==> src/rtl/tanh_batch_ctrl.sv <==
// Batch sequencer feeding the tanh unit: fetch operand, pulse start_tanh / start_interpolation, write result.
// Optional saturated-result counter is built only when TANH_SAT_COUNT_EN is defined.
module tanh_batch_ctrl #(
  parameter int ADDR_W      = 12,
  parameter int LUT_WAIT    = 2,
  parameter int INTERP_WAIT = 3
) (
  input  logic              clock,
  input  logic              reset_n,
  input  logic              go,
  input  logic [ADDR_W-1:0] count,
  output logic              busy,
  output logic              done,
  output logic [ADDR_W-1:0] rd_addr,
  input  logic [19:0]       rd_data,
  output logic [19:0]       ai,
  output logic              start_tanh,
  output logic              start_interpolation,
  input  logic [15:0]       result,
  output logic              wr_en,
  output logic [ADDR_W-1:0] wr_addr,
  output logic [15:0]       wr_data,
  output logic [ADDR_W-1:0] sat_count,
  output logic [3:0]        dbg_state
);

  // Handshake: go is a level sampled only in IDLE; every other output is a Moore
  // decode of the state register except wr_data, which forwards result during WRITE.
  typedef enum logic [3:0] {
    S_IDLE   = 4'd0,
    S_FETCH  = 4'd1,
    S_LOAD   = 4'd2,
    S_TANH   = 4'd3,
    S_WAIT_L = 4'd4,
    S_INTERP = 4'd5,
    S_WAIT_I = 4'd6,
    S_WRITE  = 4'd7,
    S_DONE   = 4'd8
  } state_t;

  localparam int WAIT_W = 16;

  state_t              r_state;
  state_t              w_next;
  logic [ADDR_W-1:0]   r_cnt;
  logic [ADDR_W-1:0]   r_idx;
  logic [ADDR_W-1:0]   r_rd_addr;
  logic [ADDR_W-1:0]   r_wr_addr;
  logic [15:0]         r_wr_data;
  logic [19:0]         r_ai;
  logic [WAIT_W-1:0]   r_wait;
  logic                w_go_acc;
  logic                w_last;

  assign w_go_acc = (r_state == S_IDLE) && go;
  assign w_last   = (r_idx == r_cnt - 1'b1);

  always_ff @(posedge clock) begin
    if (!reset_n) r_state <= S_IDLE;
    else          r_state <= w_next;
  end

  always_comb begin
    w_next = r_state;
    case (r_state)
      S_IDLE:   if (go) w_next = (count == '0) ? S_DONE : S_FETCH;
      S_FETCH:  w_next = S_LOAD;
      S_LOAD:   w_next = S_TANH;
      S_TANH:   w_next = S_WAIT_L;
      S_WAIT_L: if (r_wait == '0) w_next = S_INTERP;
      S_INTERP: w_next = S_WAIT_I;
      S_WAIT_I: if (r_wait == '0) w_next = S_WRITE;
      S_WRITE:  w_next = w_last ? S_DONE : S_FETCH;
      S_DONE:   w_next = S_IDLE;
      default:  w_next = S_IDLE;
    endcase
  end

  // rd_addr is set on entry to FETCH so the synchronous memory returns data during LOAD.
  always_ff @(posedge clock) begin
    if (!reset_n) begin
      r_cnt     <= '0;
      r_idx     <= '0;
      r_rd_addr <= '0;
      r_wr_addr <= '0;
      r_wr_data <= '0;
      r_ai      <= '0;
      r_wait    <= '0;
    end else begin
      if (w_go_acc) begin
        r_cnt <= count;
        r_idx <= '0;
        if (count != '0) r_rd_addr <= '0;
      end
      case (r_state)
        S_LOAD:   r_ai   <= rd_data;
        S_TANH:   r_wait <= WAIT_W'(LUT_WAIT - 1);
        S_INTERP: r_wait <= WAIT_W'(INTERP_WAIT - 1);
        S_WAIT_L: if (r_wait != '0) r_wait <= r_wait - 1'b1;
        S_WAIT_I: begin
          if (r_wait != '0) r_wait    <= r_wait - 1'b1;
          else              r_wr_addr <= r_idx;
        end
        S_WRITE: begin
          r_wr_data <= result;
          if (!w_last) begin
            r_idx     <= r_idx + 1'b1;
            r_rd_addr <= r_idx + 1'b1;
          end
        end
        default: ;
      endcase
    end
  end

  assign busy                = (r_state != S_IDLE);
  assign done                = (r_state == S_DONE);
  assign start_tanh          = (r_state == S_TANH);
  assign start_interpolation = (r_state == S_INTERP);
  assign wr_en               = (r_state == S_WRITE);
  assign wr_addr             = r_wr_addr;
  assign wr_data             = wr_en ? result : r_wr_data;
  assign rd_addr             = r_rd_addr;
  assign ai                  = r_ai;
  assign dbg_state           = r_state;

`ifdef TANH_SAT_COUNT_EN
  logic [ADDR_W-1:0] r_sat;
  logic              w_is_sat;

  assign w_is_sat = (result == 16'h7FFF) || (result == 16'h8000);

  always_ff @(posedge clock) begin
    if (!reset_n)                              r_sat <= '0;
    else if (w_go_acc)                         r_sat <= '0;
    else if (wr_en && w_is_sat && r_sat != '1) r_sat <= r_sat + 1'b1;
  end

  assign sat_count = r_sat;
`else
  assign sat_count = '0;
`endif

endmodule

==> config.mk <==
export PLATFORM = sky130hd
export DESIGN_NAME = tanh_batch_ctrl
export DESIGN_NICKNAME = d
export VERILOG_FILES = /design/src/rtl/tanh_batch_ctrl.sv
export SDC_FILE = /design/constraint.sdc
export NUM_CORES = 1
export LEC_CHECK = 0
export BUFFER_PORTS_ARGS = -buffer_cell sky130_fd_sc_hd__buf_4
export CORE_MARGIN = 1
export CORE_UTILIZATION = 50
export CTS_CLUSTER_SIZE = 20
export DETAILED_ROUTE_END_ITERATION = 10
export PLACE_DENSITY = 0.77
export REMOVE_ABC_BUFFERS = 1
export SLEW_MARGIN = 20
export SYNTH_ARGS = -nofsm -noshare
export SYNTH_HDL_FRONTEND = slang
export SYNTH_SLANG_ARGS = --single-unit
==> constraint.sdc <==
create_clock -name clock -period 6 [get_ports clock]
set_input_delay 0.6 -clock clock [delete_from_list [all_inputs] [get_ports clock]]
set_output_delay 0.6 -clock clock [all_outputs]
set_load 0.005 [all_outputs]
-- Word level (Yosys, flattened, before mapping)
Cells that the tools add are included.
- bits in registers: 104
- logic and storage cells: 53
- bits of input ports: 51
- mux-type cells: 16
- bitwise gates (word level): 1
- add/subtract/negate cells: 3
- reductions and logical operators: 12
- equality and inequality tests: 13
- operators by type and width (cell ; number):
    $mux 12 ; 7
    $pmux 16 s3 ; 1
    $mux 16 ; 2
    $pmux 4 s8 ; 1
    $mux 4 ; 5
    $eq 4x3->1 const B ; 4
    $logic_not 16->1 ; 1
    $reduce_bool 16->1 ; 1
    $sub 16x1->16 const B ; 1
    $add 12x1->12 const B ; 1
    $eq 12x12->1 ; 1
    $logic_not 12->1 ; 1
    $reduce_bool 12->1 ; 1
    $sub 12x1->12 const B ; 1
    $eq 4x2->1 const B ; 2
    $ne 2x2->1 const B ; 3
    $eq 4x1->1 const B ; 1
    $eq 4x4->1 const B ; 1
    $logic_not 4->1 ; 1
    $reduce_and 2->1 ; 2
    $reduce_bool 4->1 ; 1
    $reduce_and 3->1 ; 1
    $reduce_bool 3->1 ; 1
    $ne 2x1->1 const B ; 1
    3 further kinds ; 3

-- Longest topological paths before layout
- depth after elaboration: 5
- mapped depth: 12

-- Worst setup path after synthesis
OpenSTA, ideal clock, no wires.
- kind: register to register
- from: register r_cnt[0]
- to: register r_idx[2]
- stages on the path, launching flop included: 12
- clock period less this slack: 2.506 ns
- data required time: 5.875 ns
- library setup time: 0.125 ns
- data arrival time: 2.381 ns
- path slack: 3.494 ns
- cell sequence: dfxtp_1 > inv_1 > ha_1 > or4b_4 > buf_6 > a21oi_1 > or3b_2 > and3_1 > o31a_1 > buf_6 > and3_4 > o21bai_1
- longest elaborated chain between the ends: 4
- RTL lines (element ; line ; source):
    start, declared ; 45 ; logic [ADDR_W-1:0] r_cnt;
    start signal, assigned ; 91 ; r_cnt <= count;
    $sub 12x1->12 ; 56 ; assign w_last = (r_idx == r_cnt - 1'b1);
    $eq 12x12->1 ; 56 ;
    $mux 12 ; 106 ; if (!w_last) begin
    $mux 12 ; 95 ; case (r_state)
    end signal, assigned ; 107 ; r_idx <= r_idx + 1'b1;
    end, declared ; 46 ; logic [ADDR_W-1:0] r_idx;
No other way between the ends.
A chain may end at the register's enable or synchronous reset.

-- Final worst setup path
- from: register r_state[3] (netlist: dbg_state[3])
- to: output port wr_data[13]
- longest elaborated chain between the ends: 2
- RTL lines (element ; line ; source):
    start, declared ; 43 ; state_t r_state;
    start signal, assigned ; 60 ; else r_state <= w_next;
    $eq 4x3->1 ; 120 ; assign wr_en = (r_state == S_WRITE);
    $mux 16 ; n/a ;
    end, declared ; 22 ; output logic [15:0] wr_data,
No other way between the ends.

==> results.cfg <==
[status]
status = finished clean

[critical_path]
crit_family = simple AND/OR/NAND/NOR gates
crit_chain = nand2b_1, or2_2, clkinv_1, nand2_1, nand2_1, buf_4
startpoint = dbg_state[3]
cp_num_buf_inv = 2
crit_slowest_cell = clkinv_1
critPathArrivalTime_ns = 2.51
slowest_delay_ns = 0.58
crit_type = reg -> out
crit_top_cell = nand2_1
r2r_slack_ns = 3.01
cp.required_ns = 5.40
startpoint_type = flop
reg2reg_to = r_idx[8]
end_kind = output port
crit_cells = 6
crit_fanout = 19
cp-endpoint = wr_data[13]
rr_startpoint = r_cnt[0]
reg2reg_depth = 9

[die]
core_area_mm2 = 0.00928
row_count = 35
die_w_um = 100
die_height_um = 100
io_pins = 132
initial_utilization = 0.520
dieArea_mm2 = 0.0101

[placement]
dp_cells = 818
port_buffers = 119
gp_congestion = 0.876
hpwl_um = 8250
preCtsSetupSlack_ns = 3.00

[clock_tree]
numClockSinks = 104
post_cts.repair.setup_buffers = 0
cts_tree = built
clkLatencyLatePin_ns = 0.37
holdBufCountCts = 0
postCtsResizedCells = 0
cts_buffers = 9
clk_pin_slew_ns = 0.10
cts_max_level = 3
clockBufferDepth = 2
cts_root_buffer = clkbuf_8

[synth]
synth_area_per_cell_um2 = 8.02
synth_cell_type_count = 54
ys_ff_latch = 104
synth_edf_count = 0
async_flop_share = 0
synth_top_family_by_area = simple AND/OR/NAND/NOR gates
synth_simple_gate_area_frac = 0.324
ys.flop_type = dfxtp_1
synth-xor-area-share = 0.0526
synth_seq_area_share = 0.431
synthesis.area_mm2 = 0.00483
synth_fa_ha_area_frac = 0.00777
synthCells = 602
synthMuxAreaShare = 0.0269
ys_warn_count = 0
synth_compound_area_frac = 0.0982

[route]
wirelength_um = 11200
avgRoutedWirePerCell_um = 13.4
dr.pass1.iters = 4
drc = 0
vias = 4316
drtIter0Drc = 247
via_per_inst = 5.18
antenna_left = 0

[sta]
drv_slew = 0
worstMarginPinSlew_ns = 0.893
max_freq_mhz = 321
fin_crit_ns = 3.11
fin_crit_sh = 0.519
setup_viol = 0
fin_worst_skew_ns = 0.0113
hold_viol = 0
max_slew_margin = 0.402
postLayoutSetupSlackWorst_ns = 2.89
rsz0062_at_grt = no
tns_ns = 0

[layout]
stdcell_count = 834
area_growth_pct = 22.5
fin_nets = 754
antenna_cells = 0
fillCellCount = 837
drive_gt1_frac = 0.226
fin_util = 0.637

[global_routing]
grt_pass1_vias = 4038
antenna_found_initial = 0
track_usage = 0.227
grt_pass1_wl_um = 18400
grt_max_degree = 44
gr-total-overflow = 0

[power_and_ir_drop]
combPwrFrac = 0.332
ir_drop_mv = 0.263
switchingPower_uw = 699
p_leak_nw = 2.62
p_per_area_mw_per_mm2 = 338
clockPowerShare = 0.238
switching_share = 0.349
total_power_mw = 2.00
internal-power_mw = 1.30
p_seq_frac = 0.430

[hold_path]
hold_path.class = reg -> reg

[run]
drv_cap = 0
## worst min-delay path: cells and delay by family (launching register included)
family	cells	cell delay, ns
AND/OR/NAND/NOR	1	0.05
flip-flops	1	0.32
AO/OA/AOI/OAI	1	0.05
## cell type report
type	count	area, µm²	area share
Multi-Input combinational cell	456	2510	0.424
Tap cell	129	161	0.0273
Clock buffer	10	128	0.0216
Timing Repair Buffer	122	916	0.155
Clock inverter	6	91.3	0.0154
Inverter	7	26.3	0.00444
Sequential cell	104	2080	0.352
## synthesized netlist by cell type (12+ instances only)
cell | instances | area (µm²)
nand3_1 | 19 | 95.1
a21oi_1 | 42 | 210
dfxtp_1 | 104 | 2080
buf_4 | 12 | 90.1
xnor2_1 | 14 | 123
clkbuf_1 | 26 | 97.6
and2_1 | 19 | 119
nor2_1 | 49 | 184
nor3_1 | 14 | 70.1
mux2i_1 | 13 | 130
o21ai_1 | 17 | 85.1
nand2_1 | 143 | 537
xor2_1 | 15 | 131
## metrics by stage
step,hold slack [ns],area (µm²)
global route,0.461,5910
CTS,0.454,5910
detailed placement,0.443,5700
floorplan,0.445,4610
global placement,0.442,5700
finish,0.452,5910
## worst min-delay path by stage
| stage | startpoint | end | slack (ns) | cells after the start |
|---|---|---|---|---|
| after floorplan | rd_addr[0] | rd_addr[0] | 0.44 | 2 |
| after global placement | rd_addr[5] | rd_addr[5] | 0.44 | 2 |
| after detailed placement | rd_addr[1] | rd_addr[1] | 0.44 | 2 |
| after CTS | rd_data[19] | ai[19] | 0.45 | 3 |
| after global routing | rd_data[5] | ai[5] | 0.46 | 3 |
| final | rd_addr[1] | rd_addr[1] | 0.45 | 2 |
## logic make-up (layout without fill, tap and decap cells)
logic type      count (synthesis)  count (layout)
xor+xnor                       29              29
mux                            13              13
flops                         104             104
simple gates                  316             316
compound gates                 83              83
fa+ha+maj                       3               3
other cells                     1              12
buf+inv                        53             145
## placed cells by master (no fill, tap or decap), types with 2 or more instances in the layout
cell type | Yosys | final
nor2_1 | 49 | 49
or3_1 | 10 | 10
o31a_1 | 2 | 2
o21ai_1 | 17 | 17
clkbuf_8 | 0 | 9
o21bai_1 | 4 | 4
bufinv_16 | 0 | 2
nor4_2 | 4 | 4
and3_1 | 5 | 5
nor2b_1 | 3 | 3
dfxtp_1 | 104 | 104
nand2_1 | 143 | 143
inv_1 | 6 | 6
nand3_1 | 19 | 19
ha_1 | 3 | 3
xor2_1 | 15 | 15
and2_1 | 19 | 19
and3_4 | 2 | 2
xnor2_1 | 14 | 14
nand4_1 | 7 | 7
or2_2 | 3 | 3
nand3_2 | 5 | 5
nor3_1 | 14 | 13
conb_1 | 1 | 12
o21ai_0 | 8 | 8
nand3b_1 | 2 | 2
nand2b_1 | 11 | 11
clkinvlp_4 | 0 | 3
mux2i_1 | 13 | 13
a221oi_1 | 2 | 2
nor4_1 | 7 | 7
or4_1 | 3 | 3
a21oi_1 | 42 | 42
buf_4 | 12 | 122
## layer usage
| layer | track usage | vias up | routed length (µm) |
|---|---|---|---|
| met5 | 0 | - | 0 |
| li1 | - | 2192 | - |
| met4 | 0.0803 | 0 | 176 |
| met2 | 0.375 | 117 | 5420 |
| met3 | 0.0543 | 15 | 697 |
| met1 | 0.288 | 1992 | 4910 |
## flip-flops by register name, indices dropped and copies added (netlist names)
| signal | cells |
|---|---|
| r_wr_data | 16 |
| rd_addr | 12 |
| dbg_state | 4 |
| r_cnt | 12 |
| r_idx | 12 |
| wr_addr | 12 |
| r_wait | 16 |
| ai | 20 |
## power by group through the flow
| stage | logic, mW | clock network [mW] | registers [mW] |
|---|---|---|---|
| finish | 0.665 | 0.476 | 0.860 |
| global route | 0.748 | 0.510 | 0.872 |
| CTS | 0.664 | 0.488 | 0.858 |
| detailed placement | 0.661 | 0 | 0.872 |
| global placement | 0.632 | 0 | 0.867 |
| floorplan | 0.458 | 0 | 0.856 |
No activity file was read; power rests on OpenSTA's default activity.
